## config.mk

```make
export PLATFORM = sky130hd
export DESIGN_NAME = fifo_rd_serializer_flat
export DESIGN_NICKNAME = d
export VERILOG_FILES = /design/src/rtl/fifo_rd_serializer_pkg.sv /design/src/rtl/fifo_rd_serializer_if.sv /design/src/rtl/fifo_rd_serializer_shreg.sv /design/src/rtl/fifo_rd_serializer.sv /design/src/flat_wrapper.sv
export SDC_FILE = /design/constraint.sdc
export NUM_CORES = 2
export LEC_CHECK = 0
export CAP_MARGIN = 30
export CELL_PAD_IN_SITES_DETAIL_PLACEMENT = 1
export CELL_PAD_IN_SITES_GLOBAL_PLACEMENT = 1
export CORE_ASPECT_RATIO = 1.4
export CORE_MARGIN = 2
export CORE_UTILIZATION = 40
export DETAILED_ROUTE_END_ITERATION = 8
export PLACE_DENSITY = 0.87
export SYNTH_ARGS = -nofsm -noshare
export SYNTH_HDL_FRONTEND = slang
export SYNTH_HIERARCHICAL = 1
export SYNTH_SLANG_ARGS = --single-unit
```

## constraint.sdc

```tcl
create_clock -name r_clk -period 53.4 [get_ports r_clk]
set_input_delay 8.01 -clock r_clk [delete_from_list [all_inputs] [get_ports r_clk]]
set_output_delay 8.01 -clock r_clk [all_outputs]
set_load 0.01 [all_outputs]
```

## src/rtl/fifo_rd_serializer_pkg.sv

```systemverilog
// ---------------------------------------------------------------------------
// fifo_rd_ser_pkg
// Shared constants and types for the FIFO read-side serializer.
//   IN_W   : FIFO word width (must match the FIFO data width)
//   OUT_W  : output beat width
//   BEATS  : beats per word, derived as IN_W / OUT_W
//   CNT_W  : width of the transmitted-word counter
//   state_t: serializer FSM states
// WIDTHS_OK is evaluated at elaboration by the top level, which refuses to
// build when a word does not split into a whole number of beats.
// ---------------------------------------------------------------------------
package fifo_rd_ser_pkg;

    localparam int IN_W   = 560;
    localparam int OUT_W  = 80;
    localparam int BEATS  = IN_W / OUT_W;
    localparam int CNT_W  = 16;
    localparam int BEAT_W = (BEATS > 1) ? $clog2(BEATS) : 1;

    localparam bit WIDTHS_OK = (IN_W % OUT_W) == 0;

    localparam logic [BEAT_W-1:0] LAST_BEAT = BEAT_W'(BEATS - 1);

    typedef enum logic [1:0] {
        IDLE = 2'd0,
        WAIT = 2'd1,
        SEND = 2'd2
    } state_t;

endpackage

```

## src/rtl/fifo_rd_serializer_if.sv

```systemverilog
// ---------------------------------------------------------------------------
// fifo_rd_serializer_if
// Groups the FIFO read port, the outgoing beat stream and the control/status
// signals of the serializer.
//   master modport : serializer side (drives r_en and the beat stream)
//   slave modport  : environment side (FIFO + downstream consumer)
// Signals:
//   i_en        pop permission
//   r_empty     FIFO empty flag
//   r_en        FIFO pop strobe
//   r_data      FIFO read data, valid the cycle after r_en
//   o_valid / o_ready / o_data / o_last   beat stream
//   o_word_cnt  count of fully transmitted words
//   o_par       even parity of o_data (only with FIFO_RD_SER_PARITY_EN)
// ---------------------------------------------------------------------------
interface fifo_rd_serializer_if;
    import fifo_rd_ser_pkg::*;

    logic             i_en;
    logic             r_empty;
    logic             r_en;
    logic [IN_W-1:0]  r_data;
    logic             o_valid;
    logic             o_ready;
    logic [OUT_W-1:0] o_data;
    logic             o_last;
    logic [CNT_W-1:0] o_word_cnt;
`ifdef FIFO_RD_SER_PARITY_EN
    logic             o_par;
`endif

    modport master (
        input  i_en,
        input  r_empty,
        input  r_data,
        input  o_ready,
        output r_en,
        output o_valid,
        output o_data,
        output o_last,
        output o_word_cnt
`ifdef FIFO_RD_SER_PARITY_EN
        , output o_par
`endif
    );

    modport slave (
        output i_en,
        output r_empty,
        output r_data,
        output o_ready,
        input  r_en,
        input  o_valid,
        input  o_data,
        input  o_last,
        input  o_word_cnt
`ifdef FIFO_RD_SER_PARITY_EN
        , input o_par
`endif
    );

endinterface

```

## src/rtl/fifo_rd_serializer_shreg.sv

```systemverilog
// ---------------------------------------------------------------------------
// ser_shreg
// IN_W-bit load/shift register. A load captures a full FIFO word; a shift
// moves the word down by one beat (OUT_W bits) with zero fill at the top.
// The lowest OUT_W bits are always the current beat.
// Ports:
//   clk, rst   clock and asynchronous active-high reset (clears to zero)
//   load       capture load_data (takes priority over shift)
//   shift      drop the lowest beat
//   load_data  full word to capture
//   low_slice  current beat, shreg[OUT_W-1:0]
// ---------------------------------------------------------------------------
module ser_shreg
    import fifo_rd_ser_pkg::*;
(
    input  logic             clk,
    input  logic             rst,
    input  logic             load,
    input  logic             shift,
    input  logic [IN_W-1:0]  load_data,
    output logic [OUT_W-1:0] low_slice
);

    logic [IN_W-1:0] shreg_q;
    logic [IN_W-1:0] shreg_d;

    always_comb begin
        shreg_d = shreg_q;
        if (load) begin
            shreg_d = load_data;
        end else if (shift) begin
            shreg_d = {{OUT_W{1'b0}}, shreg_q[IN_W-1:OUT_W]};
        end
    end

    always_ff @(posedge clk or posedge rst) begin
        if (rst) begin
            shreg_q <= '0;
        end else begin
            shreg_q <= shreg_d;
        end
    end

    assign low_slice = shreg_q[OUT_W-1:0];

endmodule

```

## src/rtl/fifo_rd_serializer.sv

```systemverilog
// ---------------------------------------------------------------------------
// fifo_rd_serializer
// Read-side consumer of the wide dual-clock FIFO. Pops one IN_W word, waits
// out the one-cycle RAM read latency, then emits the word as BEATS beats of
// OUT_W bits (least significant beat first) on a valid/ready stream.
// Ports:
//   r_clk  read-domain clock, rising edge
//   rst    asynchronous active-high reset
//   bus    fifo_rd_serializer_if.master (FIFO read port, beat stream,
//          i_en, o_word_cnt and, with FIFO_RD_SER_PARITY_EN, o_par)
// Optional feature: define FIFO_RD_SER_PARITY_EN to add o_par, the even
// parity of o_data, forced low whenever no beat is valid.
// ---------------------------------------------------------------------------
module fifo_rd_serializer
    import fifo_rd_ser_pkg::*;
(
    input  logic                 r_clk,
    input  logic                 rst,
    fifo_rd_serializer_if.master bus
);

    if (!WIDTHS_OK) begin : g_width_check
        $error("fifo_rd_serializer: IN_W must be an integer multiple of OUT_W");
    end

    state_t             state_q;
    state_t             state_d;
    logic [BEAT_W-1:0]  beat_cnt_q;
    logic [BEAT_W-1:0]  beat_cnt_d;
    logic [CNT_W-1:0]   word_cnt_q;
    logic [CNT_W-1:0]   word_cnt_d;

    logic               pop;
    logic               load;
    logic               shift;
    logic               valid;
    logic [OUT_W-1:0]   beat_data;

    ser_shreg u_shreg (
        .clk       (r_clk),
        .rst       (rst),
        .load      (load),
        .shift     (shift),
        .load_data (bus.r_data),
        .low_slice (beat_data)
    );

    always_ff @(posedge r_clk or posedge rst) begin
        if (rst) begin
            state_q    <= IDLE;
            beat_cnt_q <= '0;
            word_cnt_q <= '0;
        end else begin
            state_q    <= state_d;
            beat_cnt_q <= beat_cnt_d;
            word_cnt_q <= word_cnt_d;
        end
    end

    always_comb begin
        state_d    = state_q;
        beat_cnt_d = beat_cnt_q;
        word_cnt_d = word_cnt_q;
        pop        = 1'b0;
        load       = 1'b0;
        shift      = 1'b0;
        valid      = 1'b0;
        case (state_q)
            IDLE: begin
                // The pop is combinational, so it is also masked by rst:
                // while reset is held the FIFO must not see a read strobe.
                pop = bus.i_en & ~bus.r_empty & ~rst;
                if (pop) begin
                    state_d = WAIT;
                end
            end
            WAIT: begin
                // r_data for the pop issued last cycle is valid now.
                load       = 1'b1;
                beat_cnt_d = '0;
                state_d    = SEND;
            end
            SEND: begin
                valid = 1'b1;
                if (bus.o_ready) begin
                    if (beat_cnt_q == LAST_BEAT) begin
                        word_cnt_d = word_cnt_q + CNT_W'(1);
                        state_d    = IDLE;
                    end else begin
                        shift      = 1'b1;
                        beat_cnt_d = beat_cnt_q + BEAT_W'(1);
                    end
                end
            end
            default: begin
                state_d = IDLE;
            end
        endcase
    end

    assign bus.r_en       = pop;
    assign bus.o_valid    = valid;
    assign bus.o_data     = beat_data;
    assign bus.o_last     = valid & (beat_cnt_q == LAST_BEAT);
    assign bus.o_word_cnt = word_cnt_q;

`ifdef FIFO_RD_SER_PARITY_EN
    // Derived from the registered beat, so it changes in step with o_data.
    assign bus.o_par = valid & (^beat_data);
`endif

endmodule
```

## src/flat_wrapper.sv

```systemverilog
// flat-port wrapper written by rule: the top's interface ports become plain ports
module fifo_rd_serializer_flat import fifo_rd_ser_pkg::*;
  (r_clk, rst, bus_i_en, bus_r_empty, bus_r_data, bus_o_ready, bus_r_en, bus_o_valid, bus_o_data, bus_o_last, bus_o_word_cnt);
  fifo_rd_serializer_if bus_i ();
  input  logic r_clk;
  input  logic rst;
  input wire logic [$bits(bus_i.i_en)-1:0] bus_i_en;
  input wire logic [$bits(bus_i.r_empty)-1:0] bus_r_empty;
  input wire logic [$bits(bus_i.r_data)-1:0] bus_r_data;
  input wire logic [$bits(bus_i.o_ready)-1:0] bus_o_ready;
  output wire logic [$bits(bus_i.r_en)-1:0] bus_r_en;
  output wire logic [$bits(bus_i.o_valid)-1:0] bus_o_valid;
  output wire logic [$bits(bus_i.o_data)-1:0] bus_o_data;
  output wire logic [$bits(bus_i.o_last)-1:0] bus_o_last;
  output wire logic [$bits(bus_i.o_word_cnt)-1:0] bus_o_word_cnt;
  assign bus_i.i_en = bus_i_en;
  assign bus_i.r_empty = bus_r_empty;
  assign bus_i.r_data = bus_r_data;
  assign bus_i.o_ready = bus_o_ready;
  assign bus_r_en = bus_i.r_en;
  assign bus_o_valid = bus_i.o_valid;
  assign bus_o_data = bus_i.o_data;
  assign bus_o_last = bus_i.o_last;
  assign bus_o_word_cnt = bus_i.o_word_cnt;
  fifo_rd_serializer u_core (.r_clk(r_clk), .rst(rst), .bus(bus_i));
endmodule
```

==> key figures <==
Outcome
  • Outcome: completed

STA
  • Fin crit share: 34.1%
  • Min Tclk post-route: 18220 ps
  • Clock Skews: 18.0 ps
  • RSZ-0062 raised after global routing: no
  • Slew margin rel.: 25.7%
  • Fmax: 54.9 MHz
  • Worst Tran Pin Value: between 1000 and 1500 ps
  • Setup TNS: 0 ps
  • Final Setup Violations: 0
  • Final Max Slew Viols: 0
  • Final Hold Viols: 0
  • PnR worst setup slack: approximately 35000 ps

Setup path
  • CP Class: in -> out
  • Worst-path fanout max: 23
  • Reg2reg path depth: 7
  • Delay-heaviest family, CP: buffers and inverters
  • Slowest cell on the critical path: inv_1
  • Setup crit end kind: primary output
  • CP max stage delay: approximately 730 ps
  • Critical path origin: rst
  • Cell mode on critical path: clkdlybuf4s50_1
  • Crit path required time: between 40000 and 50000 ps
  • Startpoint types: primary input
  • CP Buf/Inv Count: 3
  • CP Cell Sequence: clkdlybuf4s50_1 -> inv_1 -> and3_1 -> clkdlybuf4s50_1
  • R2R Path Start: u_core/state_q[1]
  • R2R Setup Slk: 48770 ps
  • Crit path to: bus_r_en
  • Crit path depth: 4
  • R2R Path End: u_core/u_shreg/shreg_q[190]
  • Critical path arrival: 10210 ps

Place
  • Worst slack at placement: 35150 ps
  • I/O Buffers: 663
  • Routability-driven placement congestion ratio: 0.882
  • DP Wirelength: about 60000 microns

Pwr
  • Total power: 1.63 mW
  • Leakage power: roughly 14 nW
  • Maximum VDD drop: 27.2 uV
  • Power density over the cells: 46.0 mW/mm^2

Synthesis
  • Simple-gate portion of the synthesized area: 10.6%
  • Multiplexer area fraction after synthesis: 17.8%
  • Post-synthesis xor/xnor area fraction: 0.519%
  • Adder-Cell Fraction of Synth Area: 0.139%
  • Syn Area/Cell: 10.4 sq um
  • Gate Count Post-Synth: 2596
  • Syn Std Cell Area: 0.0270 sq mm
  • YS warnings: 6
  • Sequential fraction of the synthesis area: a little over half
  • Synth cell types: 26
  • Compound-Gate Fraction of Synth Area: 10.4%
  • Syn Nets: 3164
  • Register bit count reported by yosys: 581
  • Largest family of logic cells by synthesized area: multiplexers

Clock network
  • CTS Root Cell: clkbuf_16
  • Worst-Skew Late Latency: 620 ps
  • CTS sink cnt: approximately 580
  • H-tree Lvls: 2
  • Clock transition at path regs: 60 ps
  • Post-CTS Hold Fix Bufs: 0
  • Post-CTS Setup Bufs: 0
  • Max clock buf depth: 3
  • CTS tree: done
  • Post-cts resize count: 0
  • Number of CTS-inserted buffers: 57

Floorplanning
  • Initial core utilization: 40.5%
  • Die Y: 311 microns
  • Floorplan row count: 112
  • Io pins: around 660
  • Die width: 224 microns
  • Core Region: 0.0667 sq mm
  • Die area: 0.0696 sq mm

GRT
  • Initial antenna violation count: between 60 and 70
  • Overflow after GRT: 0
  • Total Routing Usage GR: 24.4%
  • Vias in the first global route: 23200
  • First-pass GRT wire length: between 100000 and 150000 microns
  • Pin count of the biggest net entering global routing: 270

Detailed routing
  • Post-Route WL: 87600 microns
  • Wirelength per Cell: between 20 and 25 microns
  • Vias/cell: 5.21
  • DRT Pass-1 Iters: 5
  • Post-route DRC violation count: 0
  • Initial DRC count: 1318
  • Detail Route Antenna Nets: 0
  • Vias: 21000

Run
  • Max-Cap Viols: 0

Cells and area
  • Area Overhead vs Synth: 30.9%
  • Layout cells sized above 1: 3.98%
  • # fillers: 7243
  • Final nets: 3642

Hold path
  • Tightest Hold Check Type: reg -> reg
[sequential cells by signal, indices dropped and copies added, names as in the netlist]
signal	count
u_core/bus.o_word_cnt	16
u_core/u_shreg/shreg_q	560
u_core/beat_cnt_q	3
u_core/state_q	2
[cell families after synthesis]
family,Yosys count
AND/OR/NAND/NOR,681
flip-flops,581
AO/OA/AOI/OAI,562
multiplexers,481
buffers and inverters,272
XOR/XNOR,16
adder cells (fa/ha/maj),3
[worst reg2reg max path: cells and delay by family, from the launching register on]
| family | cells | cell delay, ps |
|---|---|---|
| AND/OR/NAND/NOR | 2 | 740 |
| flip-flops | 1 | 430 |
| AO/OA/AOI/OAI | 1 | 150 |
| buffers and inverters | 4 | 3230 |
[layer usage]
metal	GRT usage (%)	up-vias	wire length, microns	share of wire, %
met5	0	-	121	0.14
met4	14.2	18	4510	5.2
met1	27.0	10400	32700	37
met2	41.9	606	44400	51
met3	6.92	207	5850	6.7
li1	-	9769	-	-
[layout make-up]
type	count	area, sq um	share of cell area, %
sequential	581	14500	41.1
multi-input combinational	1743	10700	30.2
timing repair buffer	685	6950	19.7
clock buffer	80	1640	4.65
tap	855	1070	3.03
clock inverter	22	274	0.775
antenna	55	138	0.389
inverter	6	45.0	0.127
[worst min path at each step]
stage | from | endpoint | cells past startpoint
floorplan | u_core/beat_cnt_q[0] | u_core/beat_cnt_q[0] | 1
global placement | u_core/bus.o_word_cnt[15] | u_core/bus.o_word_cnt[15] | 1
detailed placement | u_core/bus.o_word_cnt[15] | u_core/bus.o_word_cnt[15] | 1
CTS | u_core/bus.o_word_cnt[15] | u_core/bus.o_word_cnt[15] | 1
global route | u_core/bus.o_word_cnt[15] | u_core/bus.o_word_cnt[15] | 1
finish | u_core/bus.o_word_cnt[15] | u_core/bus.o_word_cnt[15] | 1
[layout by cell type, fill, tap and decap left out, types with 3 or more instances in the layout]
master and instances:
clkbuf_16 57, nand2b_1 82, nand3_1 6, ha_1 3, and4_1 3, diode_2 55, mux2i_1 480, nor3_1 3
nand2_1 571, buf_4 13, o21ai_0 162, bufinv_16 6, and3_1 3, xnor2_1 10, clkinv_2 13, o21ai_1 400
dfrtp_1 581, xor2_1 6, clkbuf_8 13, clkbuf_1 10, buf_16 5, inv_8 4, inv_1 3, buf_12 4
nor2_1 4, clkdlybuf4s50_1 663
[cells in the mapped netlist, drive strengths merged]
cell | instances | share of area, %
dfrtp | 581 | 54
nand2 | 571 | 7.9
o21ai | 562 | 10
mux2i | 480 | 18
buf | 202 | 5.6
nand2b | 82 | 1.9
clkbuf | 64 | 0.89
xnor2 | 10 | 0.32
nand3 | 9 | 0.25
inv | 6 | 0.083
xor2 | 6 | 0.19
nor2 | 4 | 0.056
and3 | 3 | 0.070
and4 | 3 | 0.097
ha | 3 | 0.14
nand4 | 3 | 0.093
nor3 | 3 | 0.056
nor4 | 2 | 0.16
mux2 | 1 | 0.042
nand3b | 1 | 0.028
[through the flow]
stage | hold WS, ps | cell area (sq um) | instances | utilization [%]
floorplan | 487 | 27000 | 2596 | -
global placement | 464 | 33100 | 3865 | 49.7
detailed placement | 472 | 33200 | 3866 | 49.7
CTS | 484 | 35100 | 3968 | 52.6
global route | 511 | 35300 | 4026 | 53.0
finish | 489 | 35300 | 4027 | 53.0
[where the power goes]
group	internal [mW]	switching (mW)	total [mW]
Clock	0.243	0.178	0.421
Sequential	0.605	0.115	0.720
Combinational	0.242	0.243	0.485
No activity file was read; power rests on OpenSTA's default activity.
